==> src/rtl/vector_memory_stage.sv <==
// Memory stage: serialises scalar/vector loads and stores onto a byte-wide synchronous
// memory port one lane per cycle, stalling upstream while a multi-beat access runs.
module vector_memory_stage #(
   parameter int unsigned DATA_WIDTH  = 8,
   parameter int unsigned VECTOR_SIZE = 6
) (
   input  logic                              clk,
   input  logic                              rst,
   input  logic                              valid,
   input  logic                              memRead,
   input  logic                              memWrite,
   input  logic                              isScalar,
   input  logic [DATA_WIDTH-1:0]             address,
   input  logic [DATA_WIDTH*VECTOR_SIZE-1:0] storeData,
   input  logic [DATA_WIDTH-1:0]             memRData,
   output logic [DATA_WIDTH-1:0]             memAddr,
   output logic [DATA_WIDTH-1:0]             memWData,
   output logic                              memWE,
   output logic [DATA_WIDTH*VECTOR_SIZE-1:0] readData,
   output logic                              loadDone,
   output logic                              stall,
   output logic                              busy
);

   localparam int unsigned KW = $clog2(VECTOR_SIZE + 1);
   localparam int unsigned VW = DATA_WIDTH * VECTOR_SIZE;

   typedef enum logic [1:0] {StIdle, StWrite, StRead} state_e;

   state_e              state_q, state_d;
   logic [KW-1:0]       k_q, k_d, n_q, n_d;
   logic [VW-1:0]       acc_q, acc_d, rd_q, rd_d;
   logic [VW-1:0]       done_vec;
   logic [DATA_WIDTH-1:0] addr_k, addr_c, wdata_c, lane_k;
   logic                we_c, stall_c, done_c;

   assign addr_k = address + DATA_WIDTH'(k_q);

   always_comb begin
      lane_k   = '0;
      done_vec = '0;
      for (int j = 0; j < int'(VECTOR_SIZE); j++) begin
         if (KW'(j) == k_q) lane_k = storeData[j*DATA_WIDTH +: DATA_WIDTH];
         // Final-beat view: buffered lanes below N-1, live memory data in lane N-1, zeros above.
         if (KW'(j + 1) < n_q)       done_vec[j*DATA_WIDTH +: DATA_WIDTH] = acc_q[j*DATA_WIDTH +: DATA_WIDTH];
         else if (KW'(j + 1) == n_q) done_vec[j*DATA_WIDTH +: DATA_WIDTH] = memRData;
      end
   end

   always_comb begin
      state_d = state_q;
      k_d     = k_q;
      n_d     = n_q;
      acc_d   = acc_q;
      rd_d    = rd_q;
      addr_c  = '0;
      wdata_c = '0;
      we_c    = 1'b0;
      stall_c = 1'b0;
      done_c  = 1'b0;
      unique case (state_q)
         StIdle: begin
            if (valid && memWrite) begin
               we_c    = 1'b1;
               addr_c  = address;
               wdata_c = storeData[DATA_WIDTH-1:0];
               n_d     = isScalar ? KW'(1) : KW'(VECTOR_SIZE);
               if (!isScalar) begin
                  stall_c = 1'b1;
                  state_d = StWrite;
                  k_d     = KW'(1);
               end
            end else if (valid && memRead) begin
               addr_c  = address;
               stall_c = 1'b1;
               n_d     = isScalar ? KW'(1) : KW'(VECTOR_SIZE);
               state_d = StRead;
               k_d     = KW'(1);
            end
         end
         StWrite: begin
            we_c    = 1'b1;
            addr_c  = addr_k;
            wdata_c = lane_k;
            if (k_q < n_q - KW'(1)) begin
               stall_c = 1'b1;
               k_d     = k_q + KW'(1);
            end else begin
               state_d = StIdle;
               k_d     = '0;
            end
         end
         StRead: begin
            for (int j = 0; j < int'(VECTOR_SIZE); j++) begin
               if (KW'(j + 1) == k_q) acc_d[j*DATA_WIDTH +: DATA_WIDTH] = memRData;
            end
            if (k_q < n_q) begin
               addr_c  = addr_k;
               stall_c = 1'b1;
               k_d     = k_q + KW'(1);
            end else begin
               addr_c  = address + DATA_WIDTH'(n_q - KW'(1));
               done_c  = 1'b1;
               rd_d    = done_vec;
               state_d = StIdle;
               k_d     = '0;
            end
         end
         default: state_d = StIdle;
      endcase
   end

   always_ff @(posedge clk or posedge rst) begin
      if (rst) begin
         state_q <= StIdle;
         k_q     <= '0;
         n_q     <= '0;
         acc_q   <= '0;
         rd_q    <= '0;
      end else begin
         state_q <= state_d;
         k_q     <= k_d;
         n_q     <= n_d;
         acc_q   <= acc_d;
         rd_q    <= rd_d;
      end
   end

   // Outputs are forced low while reset is held so an abort is visible immediately.
   assign memAddr  = rst ? '0 : addr_c;
   assign memWData = rst ? '0 : wdata_c;
   assign memWE    = rst ? 1'b0 : we_c;
   assign stall    = rst ? 1'b0 : stall_c;
   assign loadDone = rst ? 1'b0 : done_c;
   assign busy     = rst ? 1'b0 : (state_q != StIdle);
   assign readData = rst ? '0 : (done_c ? done_vec : rd_q);

endmodule
==> config.mk <==
export PLATFORM = sky130hd
export DESIGN_NAME = vector_memory_stage
export DESIGN_NICKNAME = d
export VERILOG_FILES = /design/src/rtl/vector_memory_stage.sv
export SDC_FILE = /design/constraint.sdc
export NUM_CORES = 1
export LEC_CHECK = 0
export CORE_UTILIZATION = 51
export CTS_CLUSTER_SIZE = 12
export DETAILED_ROUTE_END_ITERATION = 8
export PLACE_DENSITY = 0.86
export REMOVE_ABC_BUFFERS = 1
export SLEW_MARGIN = 20
export SYNTH_ARGS = -nofsm -noshare
export SYNTH_HDL_FRONTEND = slang
export SYNTH_SLANG_ARGS = --single-unit
==> constraint.sdc <==
create_clock -name clk -period 4.3 [get_ports clk]
set_input_delay 0.43 -clock clk [delete_from_list [all_inputs] [get_ports clk]]
set_output_delay 0.43 -clock clk [all_outputs]
set_load 0.05 [all_outputs]
; Yosys cells after proc, flatten, opt, wreduce, memory -nomap -nowiden
; Cells that the tools add are included.
; W data, S select, Z words.
[classes]
add_sub_neg = 5
magnitude_cmp = 8
eq_ne = 18
mux = 57
n_bitwise = 1
reduce_logical = 17
[ops]
columns = operator, n
row1 = $mux W8, 24
row2 = $mux W48, 2
row3 = $mux W3, 8
row4 = $pmux W8 S3, 1
row5 = $eq A3 B3 Y1 const A, 6
row6 = $pmux W8 S2, 1
row7 = $reduce_and A2 Y1, 8
row8 = $eq A2 B3 Y1 const A, 4
row9 = $mux W1, 12
row10 = $mux W2, 5
row11 = $lt A3 B3 Y1 const A, 3
row12 = $pmux W3 S3, 1
row13 = $add A8 B3 Y8, 1
row14 = $add A8 B8 Y8, 1
row15 = $eq A1 B3 Y1 const A, 2
row16 = $lt A2 B3 Y1 const A, 2
row17 = $lt A3 B3 Y1, 2
row18 = $ne A3 B3 Y1 const B, 2
row19 = $pmux W2 S3, 1
row20 = $ne A2 B2 Y1 const B, 2
row21 = $reduce_and A4 Y1, 1
row22 = $reduce_bool A2 Y1, 2
row23 = $sub A3 B1 Y4 const B, 1
row24 = $add A3 B1 Y3 const B, 1
row25 = other kinds (12), 13
[word_totals]
ff_bits = 104
inputBits = 70
out_inout_bits = 68
wordCells = 116

; Depth between registers and ports, before layout
[depth]
depth_word = 9
mapped_depth = 11
depth_no_buf = 9

; Worst setup path before layout
; Ideal clock, no wire load.
[synth_timing]
kind = register to output
start = reg n_q[1]
end = out readData[10]
arrival_time_ps = 3303
required_ps = 3870
setup_slack_ps = 567
stages_incl_launch_ff = 11
n_path_buf = 4
path_cell_list = dfrtp_1 -> clkbuf_1 -> clkbuf_1 -> inv_1 -> ha_1 -> a21oi_1 -> o21ai_4 -> and2_1 -> buf_4 -> buf_2 -> a211oi_1
[synth_via]
elab_chain_cells = 5
word_cells_on_any_way = 9
classes_between = 2 x order compare / 1 x eq/ne / 6 x mux
[synth_lines]
columns = item, line_no
row1 = start: declaration, 31  ; logic [KW-1:0] k_q, k_d, n_q, n_d;
row2 = start signal: assignment, 123  ; n_q <= n_d;
row3 = $lt A3 B3 Y1 or $eq A2 B3 Y1 (tied branches), "97, 46"
row4 = $mux W1 or $mux W8 (tied branches), "97, 46"
row5 = $mux W1 or $mux W8 (tied branches), "61, 45"
row6 = $mux W48 * (2 in series), 136  ; assign readData = rst ? '0 : (done_c ? done_vec : rd_q);
row7 = end: declaration, 19  ; output logic [DATA_WIDTH*VECTOR_SIZE-1:0] readData,
; Every way passes the cells marked *; elsewhere a longest branch is shown, timed or not.

; Final worst setup path
[layout_timing]
start = reg k_q[2]
end = out memWData[6]
[layout_via]
elab_chain_cells = 9
word_cells_on_any_way = 14
classes_between = 5 x eq/ne / 8 x mux / 1 x reduce/logical
[layout_lines]
columns = item, line_no
row1 = start: declaration, 31
row2 = start signal: assignment, 122  ; k_q <= k_d;
row3 = $logic_not A3 Y1, 43  ; if (KW'(j) == k_q) lane_k = storeData[j*DATA_WIDTH +: DATA_WIDTH];
row4 = $mux W8 (5 in series), 43
row5 = $mux W8 *, 43
row6 = $pmux W8 S2 *, 61  ; unique case (state_q)
row7 = $mux W8 *, 131  ; assign memWData = rst ? '0 : wdata_c;
row8 = end: declaration, 17  ; output logic [DATA_WIDTH-1:0] memWData,
; Marked as above.

==> flow_summary_export.csv <==
group,metric,value,unit
floorplan,die_h,111,um
clock_tree,numCtsBuffers,9,
clock_tree,tritoncts,"done",
power_and_ir_drop,p_leak,3.54,nW
hold_path,hp-class,"flop to flop",
placement,dp_cells,921,
drt,antenna_left,0,
logic_synthesis,synthSimpleGateAreaFrac,15.4,%
power_and_ir_drop,combinationalPowerShare,60.2,%
worst_setup_path,cp-end-kind,"output port",
clock_tree,clk_pin_slew,70,ps
final_layout,instances_no_fill,936,
floorplan,dieArea,12400,sq um
logic_synthesis,synth.distinct_cells,60,
worst_setup_path,crit_chain,"clkinv_1 -> ha_1 -> a2111oi_0 -> o221ai_1 -> nand2_1 -> clkdlybuf4s50_1",
logic_synthesis,synthFlopType,"dfrtp_1",
clock_tree,cts_resized,0,
global_routing,antenna_found_initial,0,
drt,totalWireLength,18500,um
clock_tree,cts_setup_buffers,0,
floorplan,io_pins,138,
placement,port_buffers,137,
drt,viasPerCell,6.26,
clock_tree,cts.sinks,103,
clock_tree,cts_buffer_depth,2,
drt,dr.pass1.iters,8,
worst_setup_path,cp_data_required_time,3870,ps
logic_synthesis,yosysMostFrequentCell,"dfrtp_1",
logic_synthesis,syn-cell-area,6110,sq um
worst_setup_path,cpMaxStageDelayCell,"clkdlybuf4s50_1",
power_and_ir_drop,cellPowerDensity,705,nW/um^2
global_routing,grt_pass1_wl,29700,um
timing,slew_violations,0,
final_layout,fillCellCount,837,
worst_setup_path,worstSetupPathType,"flop to output port",
power_and_ir_drop,intPower,3.23,mW
power_and_ir_drop,ir_drop,372,uV
logic_synthesis,synth_compound_area_share,21.9,%
logic_synthesis,synth_warnings,0,
hold_path,min_from,"rd_q[35]",
timing,tightest_slew,785,ps
timing,setup_viol,0,
timing,period_needed,3760,ps
logic_synthesis,ys_top_cells_by_count,"103 x dfrtp_1, 91 x a21oi_1, 82 x nand2_1",
status,status,"finished with violations",
power_and_ir_drop,switching_power,2.68,mW
final_layout,syn_to_final_growth,37.0,%
logic_synthesis,synth_edf_count,0,
logic_synthesis,yosys-top-cells-area,"dfrtp_1 42%, mux2_2 8.8%, a21oi_1 7.4%",
worst_setup_path,start_kind,"flop",
timing,setup-tns-final,0,ps
flow_run,cap_violations,0,
logic_synthesis,async_reset_ff_share,100,%
worst_setup_path,critPathLaunch,"k_q[2]",
clock_tree,cts_hold_buf,0,
final_layout,n_antenna_cell,0,
drt,drc,7,
global_routing,grt_max_degree,91,
logic_synthesis,yosysTopAreaCell,"dfrtp_1",
timing,period_share,87.4,%
timing,rsz0062_at_grt,"no",
timing,hold_viol,0,
power_and_ir_drop,swShare,45.3,%
logic_synthesis,synthXorXnorAreaFrac,0.859,%
logic_synthesis,synth_top_area_share,42.2,%
placement,hpwl,13300,um
floorplan,initial_core_util,52.9,%
timing,fin_skew,12.2,ps
floorplan,die_width,111,um
worst_setup_path,path_max_fanout,17,
clock_tree,cts-root-buf,"clkbuf_16",
timing,fmax,266,MHz
drt,wl_per_cell,19.7,um
floorplan,fp-row-count,39,
floorplan,core,11600,sq um
clock_tree,worstSkewPairLatency,350,ps
power_and_ir_drop,seqPwrFrac,25.7,%
timing,slew_headroom,47.7,%
logic_synthesis,synth_area_per_cell,9.05,sq um
global_routing,grt-ovfl-total,0,
drt,dr.first_iter.drc_count,586,
final_layout,drive_above_1_share,17.5,%
worst_setup_path,arrival,3330,ps
logic_synthesis,yosysSeqAreaShare,42.2,%
drt,detailroute.via_count,5860,
logic_synthesis,synth_cells,676,
global_routing,track_usage,30.2,%
logic_synthesis,synth_seq_cells,103,
clock_tree,h-tree-depth,3,
final_layout,nNetsFinal,886,
global_routing,grt_pass1_vias,5880,
logic_synthesis,muxShareOfSynthArea,9.35,%
status,violations,"DRC",
logic_synthesis,synth_adder_area_share,5.77,%
logic_synthesis,synth_top_family_by_area,"compound AO/OA/AOI/OAI gates",
power_and_ir_drop,power_frac_clock,14.1,%
worst_setup_path,cpLargestDelayFamily,"buffers and inverters",
worst_setup_path,max_stage_delay,800,ps
worst_setup_path,reg2reg_from,"n_q[0]",
worst_setup_path,critical_path_buf_inv_count,2,
placement,place_congestion,0.929,
-- registers in the layout (all words and copies together), names as in the netlist --
name     cells
n_q          2
acc_q       48
k_q          3
rd_q        48
state_q      2
-- logic make-up (layout without fill, tap and decap cells) --
family	Yosys count	in the layout
mux	51	51
fa+ha+maj	27	27
xor+xnor	6	6
compound gates	215	215
simple gates	212	212
flops	103	103
buf+inv	62	179
-- area by class of cell --
class / instances / area [sq um] / area share [%]
multi-input cells: 511 / 3260 / 38.9
flip-flops and latches: 103 / 2580 / 30.8
repair buffers: 144 / 1980 / 23.6
clock buffers: 9 / 225 / 2.69
well taps: 143 / 179 / 2.14
inverters: 20 / 80.1 / 0.956
clock inverters: 6 / 76.3 / 0.911
-- per-stage QoR --
| step | hold WS, ps | power (mW) | instance area (sq um) | util [%] | setup WS [ps] |
|---|---|---|---|---|---|
| after floorplan | 433 | 3.63 | 5910 | - | -1170 |
| final | 469 | 5.91 | 8370 | 72.4 | 542 |
| after global routing | 493 | 6.22 | 8370 | 72.4 | 376 |
| after CTS | 473 | 5.88 | 8370 | 72.4 | 587 |
| after detailed placement | 457 | 5.02 | 8070 | 69.8 | 962 |
| after global placement | 443 | 4.86 | 8070 | 69.8 | 1020 |
-- worst reg2reg max path: stages (launching register included) --
cell	delay, ps
dfrtp_1	450
inv_1	180
ha_1	400
ha_1	310
o21a_1	110
o21a_1	170
o32ai_2	420
nand3_1	180
o2bb2ai_1	190
-- power groups by stage --
stage	Sequential, mW	Combinational (mW)	Clock [mW]
5_1_grt	1.55	3.79	0.881
4_1_cts	1.51	3.53	0.834
3_5_place_dp	1.52	3.49	0
6_report	1.52	3.55	0.834
3_3_place_gp	1.49	3.37	0
2_1_floorplan	1.50	2.13	0
-- placed cells by master, fill, tap and decap left out, drive strengths merged, types with 3 or more instances in the layout --
cell type / Yosys / final
dfrtp: 103 / 103
a21oi: 91 / 91
nand2: 83 / 83
clkdlybuf4s50: 0 / 79
buf: 21 / 65
nor2: 59 / 59
mux2: 49 / 49
o21ai: 36 / 36
nand3: 35 / 35
a211oi: 25 / 25
ha: 25 / 25
inv: 19 / 22
a22oi: 18 / 18
a31oi: 10 / 10
clkbuf: 21 / 9
nand2b: 8 / 8
nor2b: 6 / 6
and2: 6 / 6
o31ai: 4 / 4
xnor2: 4 / 4
o21a: 3 / 3
nor3b: 3 / 3
a21o: 3 / 3
o2bb2ai: 3 / 3
o31a: 3 / 3
clkinv: 1 / 3
-- metal layers --
layer / share of wire [%] / track usage, %
met5: 0 / 0
met4: 2.2 / 9.37
met3: 6.2 / 5.17
met2: 51 / 53.0
met1: 41 / 38.2
-- worst paths after layout --
| kind | to | depth (start not counted) | slack, ps |
|---|---|---|---|
| worst max-delay path | memWData[6] | 6 | 540 |
| worst min-delay path | rd_q[35] | 2 | 470 |
| worst max register to register | k_q[1] | 8 | 1830 |
| worst min register to register | rd_q[35] | 2 | 470 |
| max in group asynchronous | acc_q[0] | 4 | 2850 |
| min in group asynchronous | rd_q[10] | 3 | 690 |
(Power assumes the default switching activity.)
